$ cat config.mk
export PLATFORM = sky130hd
export DESIGN_NAME = seg7_mux_scheduler_flat
export DESIGN_NICKNAME = d
export VERILOG_FILES = /design/src/rtl/seg7_mux_scheduler_if.sv /design/src/rtl/seg7_mux_scheduler.sv /design/src/flat_wrapper.sv
export SDC_FILE = /design/constraint.sdc
export NUM_CORES = 1
export LEC_CHECK = 0
export ABC_CLOCK_PERIOD_IN_PS = 3190
export BUFFER_PORTS_ARGS = -buffer_cell sky130_fd_sc_hd__buf_2
export CORE_UTILIZATION = 35
export DETAILED_ROUTE_END_ITERATION = 10
export RECOVER_POWER = 100
export SYNTH_ARGS = -nofsm -noshare
export SYNTH_HDL_FRONTEND = slang
export SYNTH_SLANG_ARGS = --single-unit
$ cat constraint.sdc
create_clock -name clk -period 3.19 [get_ports clk]
set_input_delay 0.638 -clock clk [delete_from_list [all_inputs] [get_ports clk]]
set_output_delay 0.638 -clock clk [all_outputs]
set_load 0.01 [all_outputs]
$ cat src/rtl/seg7_mux_scheduler_if.sv
// Register-file side of the 7-segment scheduler: display content and brightness.
// master = register file driving the values, slave = the scheduler consuming them.
interface seg7_mux_scheduler_if;
  logic [3:0] digit1_i;
  logic [3:0] digit10_i;
  logic       lz_blank;
  logic       raw_en;
  logic [7:0] raw1;
  logic [7:0] raw10;
  logic [6:0] duty;

  modport master (output digit1_i, digit10_i, lz_blank, raw_en, raw1, raw10, duty);
  modport slave  (input  digit1_i, digit10_i, lz_blank, raw_en, raw1, raw10, duty);
endinterface

$ cat src/rtl/seg7_mux_scheduler.sv
// Two-digit 7-segment multiplexer with PWM brightness.
// Slot = 128 PWM steps of PRESCALE clocks; frame = DIG1 slot then DIG10 slot.
// Content is latched into shadows at each frame start so a frame never tears,
// and PWM step 127 is always dark so the commons never overlap or ghost.
module seg7_mux_scheduler #(
  parameter int PRESCALE = 16
) (
  input  logic                 clk,
  input  logic                 rst_n,
  input  logic                 ena,
  seg7_mux_scheduler_if.slave  cfg,
  input  logic                 seg_pol,
  input  logic                 com_pol,
  output logic [7:0]           seg_out,
  output logic                 com1_out,
  output logic                 com10_out,
  output logic                 slot,
  output logic                 slot_tick
);
  localparam int PW = (PRESCALE > 2) ? $clog2(PRESCALE) : 1;

  typedef enum logic {S_DIG1 = 1'b0, S_DIG10 = 1'b1} slot_e;

  typedef struct packed {
    logic [6:0] duty;
    logic [3:0] d1;
    logic [3:0] d10;
    logic       lz;
    logic       raw_en;
    logic [7:0] raw1;
    logic [7:0] raw10;
  } shadow_t;

  logic [PW-1:0] r_presc;
  logic [6:0]    r_pwm;
  slot_e         r_slot, w_slot_nxt;
  logic          w_slot_chg;
  shadow_t       r_sh, w_live;
  logic          w_step, w_wrap;
  logic [7:0]    w_pat1, w_pat10, w_pat;
  logic          w_lit;
  logic [7:0]    r_seg;
  logic          r_com1, r_com10, r_tick;

  // Segment pattern {dp,g,f,e,d,c,b,a}; codes above 9 are blank.
  function automatic logic [7:0] dec7(input logic [3:0] c);
    case (c)
      4'd0:    dec7 = 8'h3F;
      4'd1:    dec7 = 8'h06;
      4'd2:    dec7 = 8'h5B;
      4'd3:    dec7 = 8'h4F;
      4'd4:    dec7 = 8'h66;
      4'd5:    dec7 = 8'h6D;
      4'd6:    dec7 = 8'h7D;
      4'd7:    dec7 = 8'h07;
      4'd8:    dec7 = 8'h7F;
      4'd9:    dec7 = 8'h6F;
      default: dec7 = 8'h00;
    endcase
  endfunction

  assign w_live = '{duty: cfg.duty, d1: cfg.digit1_i, d10: cfg.digit10_i,
                    lz: cfg.lz_blank, raw_en: cfg.raw_en,
                    raw1: cfg.raw1, raw10: cfg.raw10};

  assign w_step = (r_presc == PW'(PRESCALE - 1));
  assign w_wrap = w_step && (r_pwm == 7'd127);

  // Prescaler and PWM step counter; pwm_cnt wraps 127->0 on the slot-change step.
  always_ff @(posedge clk or negedge rst_n) begin
    if (!rst_n) begin
      r_presc <= '0;
      r_pwm   <= '0;
    end else if (!ena) begin
      r_presc <= '0;
      r_pwm   <= '0;
    end else if (w_step) begin
      r_presc <= '0;
      r_pwm   <= r_pwm + 7'd1;
    end else begin
      r_presc <= r_presc + PW'(1);
    end
  end

  // Slot state register.
  always_ff @(posedge clk or negedge rst_n) begin
    if (!rst_n)    r_slot <= S_DIG1;
    else if (!ena) r_slot <= S_DIG1;
    else           r_slot <= w_slot_nxt;
  end

  // Slot next-state: alternate DIG1/DIG10 at the end of each 128-step slot.
  always_comb begin
    w_slot_nxt = r_slot;
    w_slot_chg = 1'b0;
    if (w_wrap) begin
      w_slot_chg = 1'b1;
      case (r_slot)
        S_DIG1:  w_slot_nxt = S_DIG10;
        default: w_slot_nxt = S_DIG1;
      endcase
    end
  end

  // Shadows follow the inputs while halted, otherwise refresh only at frame start.
  always_ff @(posedge clk or negedge rst_n) begin
    if (!rst_n)
      r_sh <= '0;
    else if (!ena || (w_slot_chg && r_slot == S_DIG10))
      r_sh <= w_live;
  end

  // Pattern for each digit from the shadowed content.
  always_comb begin
    w_pat1  = r_sh.raw_en ? r_sh.raw1 : dec7(r_sh.d1);
    w_pat10 = dec7(r_sh.d10);
    if (r_sh.raw_en)                     w_pat10 = r_sh.raw10;
    else if (r_sh.lz && r_sh.d10 == 4'd0) w_pat10 = 8'h00;
    w_pat = (r_slot == S_DIG10) ? w_pat10 : w_pat1;
    w_lit = (r_pwm < r_sh.duty) && (w_pat != 8'h00);
  end

  // Registered pad drive (active-high internally) and the slot-start pulse.
  always_ff @(posedge clk or negedge rst_n) begin
    if (!rst_n) begin
      r_seg   <= '0;
      r_com1  <= 1'b0;
      r_com10 <= 1'b0;
      r_tick  <= 1'b0;
    end else if (!ena) begin
      r_seg   <= '0;
      r_com1  <= 1'b0;
      r_com10 <= 1'b0;
      r_tick  <= 1'b0;
    end else begin
      r_seg   <= w_lit ? w_pat : 8'h00;
      r_com1  <= w_lit && (r_slot == S_DIG1);
      r_com10 <= w_lit && (r_slot == S_DIG10);
      r_tick  <= w_slot_chg;
    end
  end

  // Polarity straps act after the flops so reset gives inactive pins at once.
  assign seg_out   = r_seg ^ {8{~seg_pol}};
  assign com1_out  = r_com1 ^ ~com_pol;
  assign com10_out = r_com10 ^ ~com_pol;
  assign slot      = r_slot;
  assign slot_tick = r_tick;
endmodule

$ cat src/flat_wrapper.sv
// flat-port wrapper written by rule: the top's interface ports become plain ports
module seg7_mux_scheduler_flat 
#(
  parameter int PRESCALE = 16
)
  (clk, rst_n, ena, seg_pol, com_pol, seg_out, com1_out, com10_out, slot, slot_tick, cfg_digit1_i, cfg_digit10_i, cfg_lz_blank, cfg_raw_en, cfg_raw1, cfg_raw10, cfg_duty);
  seg7_mux_scheduler_if cfg_i ();
  input  logic clk;
  input  logic rst_n;
  input  logic ena;
  input  logic seg_pol;
  input  logic com_pol;
  output logic [7:0] seg_out;
  output logic com1_out;
  output logic com10_out;
  output logic slot;
  output logic slot_tick;
  input wire logic [$bits(cfg_i.digit1_i)-1:0] cfg_digit1_i;
  input wire logic [$bits(cfg_i.digit10_i)-1:0] cfg_digit10_i;
  input wire logic [$bits(cfg_i.lz_blank)-1:0] cfg_lz_blank;
  input wire logic [$bits(cfg_i.raw_en)-1:0] cfg_raw_en;
  input wire logic [$bits(cfg_i.raw1)-1:0] cfg_raw1;
  input wire logic [$bits(cfg_i.raw10)-1:0] cfg_raw10;
  input wire logic [$bits(cfg_i.duty)-1:0] cfg_duty;
  assign cfg_i.digit1_i = cfg_digit1_i;
  assign cfg_i.digit10_i = cfg_digit10_i;
  assign cfg_i.lz_blank = cfg_lz_blank;
  assign cfg_i.raw_en = cfg_raw_en;
  assign cfg_i.raw1 = cfg_raw1;
  assign cfg_i.raw10 = cfg_raw10;
  assign cfg_i.duty = cfg_duty;
  seg7_mux_scheduler #(.PRESCALE(PRESCALE)) u_core (.clk(clk), .rst_n(rst_n), .ena(ena), .cfg(cfg_i), .seg_pol(seg_pol), .com_pol(com_pol), .seg_out(seg_out), .com1_out(com1_out), .com10_out(com10_out), .slot(slot), .slot_tick(slot_tick));
endmodule
======== Word level (Yosys, flattened, before mapping) ========
Memory sizes are Yosys's and may differ from the RTL's.
Cells that the tools add are included.
storage, ports and cells
  input bits .............................. 38
  output and inout port bits .............. 12
  ROM bits ................................ 224
  memories ................................ 2
  register bits ........................... 56
  word-level logic and storage cells ...... 56
cells by class
  bitwise logic cells ..................... 6
  $lt $le $gt $ge ......................... 1
  equality and inequality tests ........... 4
  reductions and logical operators ........ 10
  mux-type cells .......................... 17
  add/sub/neg operators ................... 2
memories
  memory           depth  width  rd ports  clocked after Yosys merged registers in  write ports  line                      RTL
  (no name shown)  16     7      1         0                                        0            seg7_mux_scheduler.sv:47  case (c)
  (no name shown)  16     7      1         0                                        0            seg7_mux_scheduler.sv:47
operators with widths
  operator                                                         count
  8-bit two-way mux                                                6
  7-bit two-way mux                                                2
  4-bit two-way mux                                                2
  8-bit nonzero test                                               1
  8-bit bitwise XOR                                                1
  7-bit by 1-bit adder with 7-bit output, second input constant    1
  7-bit == test, second input constant                             1
  7-bit less-than comparator                                       1
  1-bit two-way mux                                                7
  1-bit logical AND                                                6
  4-bit by 1-bit adder with 4-bit output, second input constant    1
  4-bit == test, second input constant                             1
  4-bit zero test                                                  1
  2-bit by 1-bit != test with 1-bit output, second input constant  2
  1-bit inverter                                                   3
  1-bit bitwise XOR                                                2
  1-bit zero test                                                  1
  1-bit logical OR                                                 1

======== Logic depth before layout (Yosys ltp) ========
  depth after elaboration ................. 9
  depth in mapped cells ................... 7
  mapped depth without buffers ............ 7

======== Worst setup path before layout ========
OpenSTA, ideal clock, no wires.
  path kind ............................... register to register
  from .................................... reg u_core.r_sh[19] (netlist bit)
  to ...................................... reg u_core.r_com1
  slack ................................... 1.186 ns
  period minus slack after synthesis ...... 2.004 ns
  stages on the path, launching flop included .. 8
  buffers on the path ..................... 0
  data required time ...................... 3.041 ns
  setup time .............................. 0.149 ns
  arrival time ............................ 1.855 ns
  cells stage by stage .................... dfrtp_1 -> inv_1 -> ha_1 -> nand4bb_4 -> a21boi_1 -> mux4_2 -> nor4_2 -> a311oi_1
between the ends
  longest elaborated chain between the ends .. 9
  elaborated cells on any way between the ends .. 10
  those cells by class .................... mux (4); reduce/logical (5); memory (1)
RTL lines
  what                                                                            line                       RTL
  start: declaration                                                              seg7_mux_scheduler.sv:38   shadow_t r_sh, w_live;
  start signal: assignment                                                        seg7_mux_scheduler.sv:110  r_sh <= w_live;
  parallel branches: the longest is 2 deep, another holds memory read 16 x 7 bit  --
  8-bit two-way mux *                                                             seg7_mux_scheduler.sv:118  else if (r_sh.lz && r_sh.d10 == 4'd0) w_pat10 = 8'h00;
  8-bit two-way mux *                                                             seg7_mux_scheduler.sv:117  if (r_sh.raw_en) w_pat10 = r_sh.raw10;
  8-bit two-way mux *                                                             seg7_mux_scheduler.sv:119  w_pat = (r_slot == S_DIG10) ? w_pat10 : w_pat1;
  8-bit nonzero test *                                                            seg7_mux_scheduler.sv:120  w_lit = (r_pwm < r_sh.duty) && (w_pat != 8'h00);
  1-bit logical AND *                                                             seg7_mux_scheduler.sv:120
  1-bit logical AND *                                                             seg7_mux_scheduler.sv:137  r_com1 <= w_lit && (r_slot == S_DIG1);
  1-bit two-way mux *                                                             seg7_mux_scheduler.sv:130  end else if (!ena) begin
  end signal: assignment                                                          seg7_mux_scheduler.sv:137
  end: declaration                                                                seg7_mux_scheduler.sv:43   logic r_com1, r_com10, r_tick;
Every way passes the cells marked *.
A chain may end at the register's enable or synchronous reset.

======== Worst setup path after layout ========
  from .................................... reg u_core.r_presc[0]
  to ...................................... reg u_core.r_sh[8] (netlist bit)
between the ends
  longest elaborated chain between the ends .. 5
RTL lines
  what                      line                       RTL
  start: declaration        seg7_mux_scheduler.sv:34   logic [PW-1:0] r_presc;
  start signal: assignment  seg7_mux_scheduler.sv:81   r_presc <= r_presc + PW'(1);
  4-bit == test             seg7_mux_scheduler.sv:66   assign w_step = (r_presc == PW'(PRESCALE - 1));
  1-bit logical AND         seg7_mux_scheduler.sv:67   assign w_wrap = w_step && (r_pwm == 7'd127);
  1-bit two-way mux         seg7_mux_scheduler.sv:96   if (w_wrap) begin
  1-bit logical AND         seg7_mux_scheduler.sv:109  else if (!ena || (w_slot_chg && r_slot == S_DIG10))
  1-bit logical OR          seg7_mux_scheduler.sv:109
Every way passes these cells.

==> flow_metrics.py <==
metrics = {
    "cells_and_area": {
        "multi_input_area_mm2": 0.00149,
        "layout-drive-gt1-share_pct": 26.6,
        "diodes": 0,
        "syn2layout_area_growth_pct": 14.0,
        "layout.area.seq_mm2": 0.00140,
        "nNetsFinal": 370,
        "fillers": 816,
    },
    "synth": {
        "avgSynthCellArea_um2": 11.2,
        "ys_top_cells_by_count": "dfrtp_1 (56), mux2_2 (34), ha_1 (17), nand2_1 (17), inv_1 (15)",
        "yosys.area.top_type": "dfrtp_1",
        "synth.area.top_cells": "dfrtp_1 (47%), mux2_2 (13%), ha_1 (7.1%), xnor2_1 (4.1%), nand2_1 (2.1%)",
        "synth_edf_count": 0,
        "ys_warn_count": 0,
        "synth_area_mm2": 0.00301,
        "synth_ff_type": "dfrtp_1",
        "synth.distinct_cells": 50,
        "synthCells": 268,
        "ys_seq_elements": 56,
        "async_reset_ff_share_pct": 100,
        "yosysMostFrequentCell": "dfrtp_1",
        "yosysTopAreaCellShare_pct": 46.5,
        "synth_fp_nets": 323,
        "yosysSeqAreaShare_pct": 46.5,
    },
    "clock_tree": {
        "post_cts_resized": 0,
        "cts.sinks": 56,
        "cts_max_level": 2,
        "cts_buffers": 5,
        "cts_buffer_depth": 2,
        "cts_tree": "built",
        "path_clk_slew_ns": 0.10,
        "clock-root-buffer": "clkbuf_8",
        "clk_latency_ns": 0.31,
        "post_cts_buffers": 0,
        "cts_hold_buf": 0,
    },
    "timing": {
        "skew_ns": 0.00797,
        "tns_ns": 0,
        "worst_pin_slew_ns": 1.46,
        "hold_slack_ns": 0.496,
        "setup_slack_ns": 0.699,
        "post-route-period-util_pct": 78.1,
        "slew_violations": 0,
        "slew_headroom_pct": 2.39,
        "hold_violations": 0,
        "period_needed_ns": 2.49,
        "clock.fmax_mhz": 402,
        "setup_viol": 0,
        "rsz0062_at_grt": "no",
    },
    "hold_path": {
        "hold_class": "reg -> reg",
        "holdPathEnd": "u_core.r_presc[0]",
        "hold_depth": 1,
        "hp-start": "u_core.r_presc[0]",
    },
    "drt": {
        "drt_iter0_markers": 74,
        "drt-total-wl_um": 5720,
        "wire_per_inst_um": 13.6,
        "ant_nets": 0,
        "drc": 0,
        "dr_total_vias": 2033,
        "via_per_inst": 4.83,
        "first_pass_iters": 6,
    },
    "setup_path": {
        "r2r_slack_ns": 0.70,
        "crit_path_max_fanout": 29,
        "endpoint_kind": "register",
        "rr_startpoint": "u_core.r_presc[0]",
        "r2r_cells": 7,
        "cp.required_ns": 3.39,
        "arrival_ns": 2.69,
        "path_class": "reg -> reg",
        "start_kind": "register",
        "r2r-end": "u_core.r_sh[8]",
    },
    "place": {
        "dp_hpwl_um": 4270,
        "dp_slack_ns": 0.915,
        "gp_congestion": 0.838,
        "port_buffers": 49,
    },
    "floorplan": {
        "die_height_um": 94.8,
        "ioPinCount": 50,
        "dieArea_mm2": 0.00898,
        "core_mm2": 0.00826,
        "die_w_um": 94.8,
        "initial_core_util_pct": 36.5,
        "rows": 33,
    },
    "grt": {
        "grt_util_all_layers_pct": 13.8,
        "grt_pass1_vias": 1981,
        "antenna_found_initial": 0,
        "grt_max_degree": 32,
        "grt_pass1_wl_um": 9550,
        "overflow": 0,
    },
    "outcome": {
        "status": "complete, no violations",
    },
    "run": {
        "drv_cap": 0,
    },
    "pwr": {
        "pwr_density_cell_mw_per_mm2": 452,
        "p_leak_uw": 0.00156,
        "peakVddDrop_uv": 257,
    },
}
==> per-stage QoR <==
step | util [%] | cell area [µm²] | cells | power, µW
floorplan | - | 3010 | 268 | 1010
global placement | 40.7 | 3360 | 413 | 1110
detailed placement | 40.7 | 3360 | 413 | 1110
CTS | 42.0 | 3470 | 421 | 1580
global route | 41.6 | 3430 | 421 | 1650
finish | 41.6 | 3430 | 421 | 1550
==> power breakdown <==
part,internal (µW),switching (µW)
logic,138,133
registers,766,50.6
clock network,233,233
total,1140,416
==> registers in the layout (all words and copies together) (netlist names) <==
| register | cells |
|---|---|
| u_core.r_sh | 33 |
| u_core.r_seg | 8 |
| u_core.r_pwm | 7 |
| u_core.r_presc | 4 |
| u_core.r_com1 | 1 |
| u_core.r_com10 | 1 |
| u_core.slot | 1 |
| u_core.slot_tick | 1 |
==> logic make-up after synthesis <==
kind of cell | after synthesis | share of synthesized area [%]
and+or+nand+nor | 72 | 13.8
DFF | 56 | 46.5
AOI/OAI and AO/OA | 42 | 9.51
muxes | 37 | 14.2
buffers and inverters | 26 | 3.70
xor gates and xnor gates | 18 | 5.23
adders and majority gates | 17 | 7.06
==> critical path: stages (launching register included) <==
cell and delay, ns:
dfrtp_1 0.40, ha_1 0.23, nand3_1 0.22, nor3_1 0.43
and2_0 0.32, a21boi_4 0.12, buf_4 0.31, mux2_1 0.35
==> cell type report <==
| class | instances | share of cell area [%] |
|---|---|---|
| Clock inverter | 3 | 1.24 |
| Tap cell | 105 | 3.83 |
| Timing Repair Buffer | 51 | 7.03 |
| Inverter | 15 | 1.64 |
| Sequential cell | 56 | 40.8 |
| Multi-Input combinational cell | 186 | 43.4 |
| Clock buffer | 5 | 2.00 |
==> worst max path at each step <==
stage                 startpoint              end  depth (start not counted)
6_report       u_core.r_presc[0]   u_core.r_sh[8]                          7
5_1_grt        u_core.r_presc[0]   u_core.r_sh[8]                          7
4_1_cts        u_core.r_presc[0]  u_core.r_sh[18]                          7
3_5_place_dp   u_core.r_presc[0]   u_core.r_sh[9]                          7
3_3_place_gp   u_core.r_presc[0]  u_core.r_sh[19]                          7
2_1_floorplan    u_core.r_sh[19]    u_core.r_com1                          7
==> layer usage <==
metal,wire length (µm),global-route usage [%]
met5,0,0
met1,2880,19.5
met2,2490,20.8
met3,270,2.82
met4,79,5.05
==> cell usage in the layout (no fill, tap or decap), types with 2 or more instances in the layout <==
cell type | synthesis | layout
a211oi_1 | 2 | 2
a21boi_0 | 2 | 3
a21o_1 | 2 | 2
a21oi_1 | 8 | 8
a221oi_1 | 2 | 2
a22oi_1 | 2 | 2
a311oi_1 | 2 | 2
and2_0 | 0 | 7
and2_1 | 10 | 3
and3_1 | 2 | 2
buf_2 | 1 | 36
clkbuf_1 | 6 | 13
clkbuf_8 | 0 | 5
dfrtp_1 | 56 | 56
ha_1 | 17 | 17
inv_1 | 15 | 15
mux2_2 | 34 | 34
nand2_1 | 17 | 17
nand2b_1 | 7 | 7
nand3_1 | 5 | 6
nor2_1 | 9 | 9
nor2b_1 | 9 | 9
nor3_1 | 2 | 3
nor3b_1 | 2 | 2
o211ai_1 | 3 | 3
o21ai_0 | 8 | 9
o22ai_1 | 2 | 2
xnor2_1 | 14 | 14
xor2_1 | 4 | 4
No activity file was read; power rests on OpenSTA's default activity.
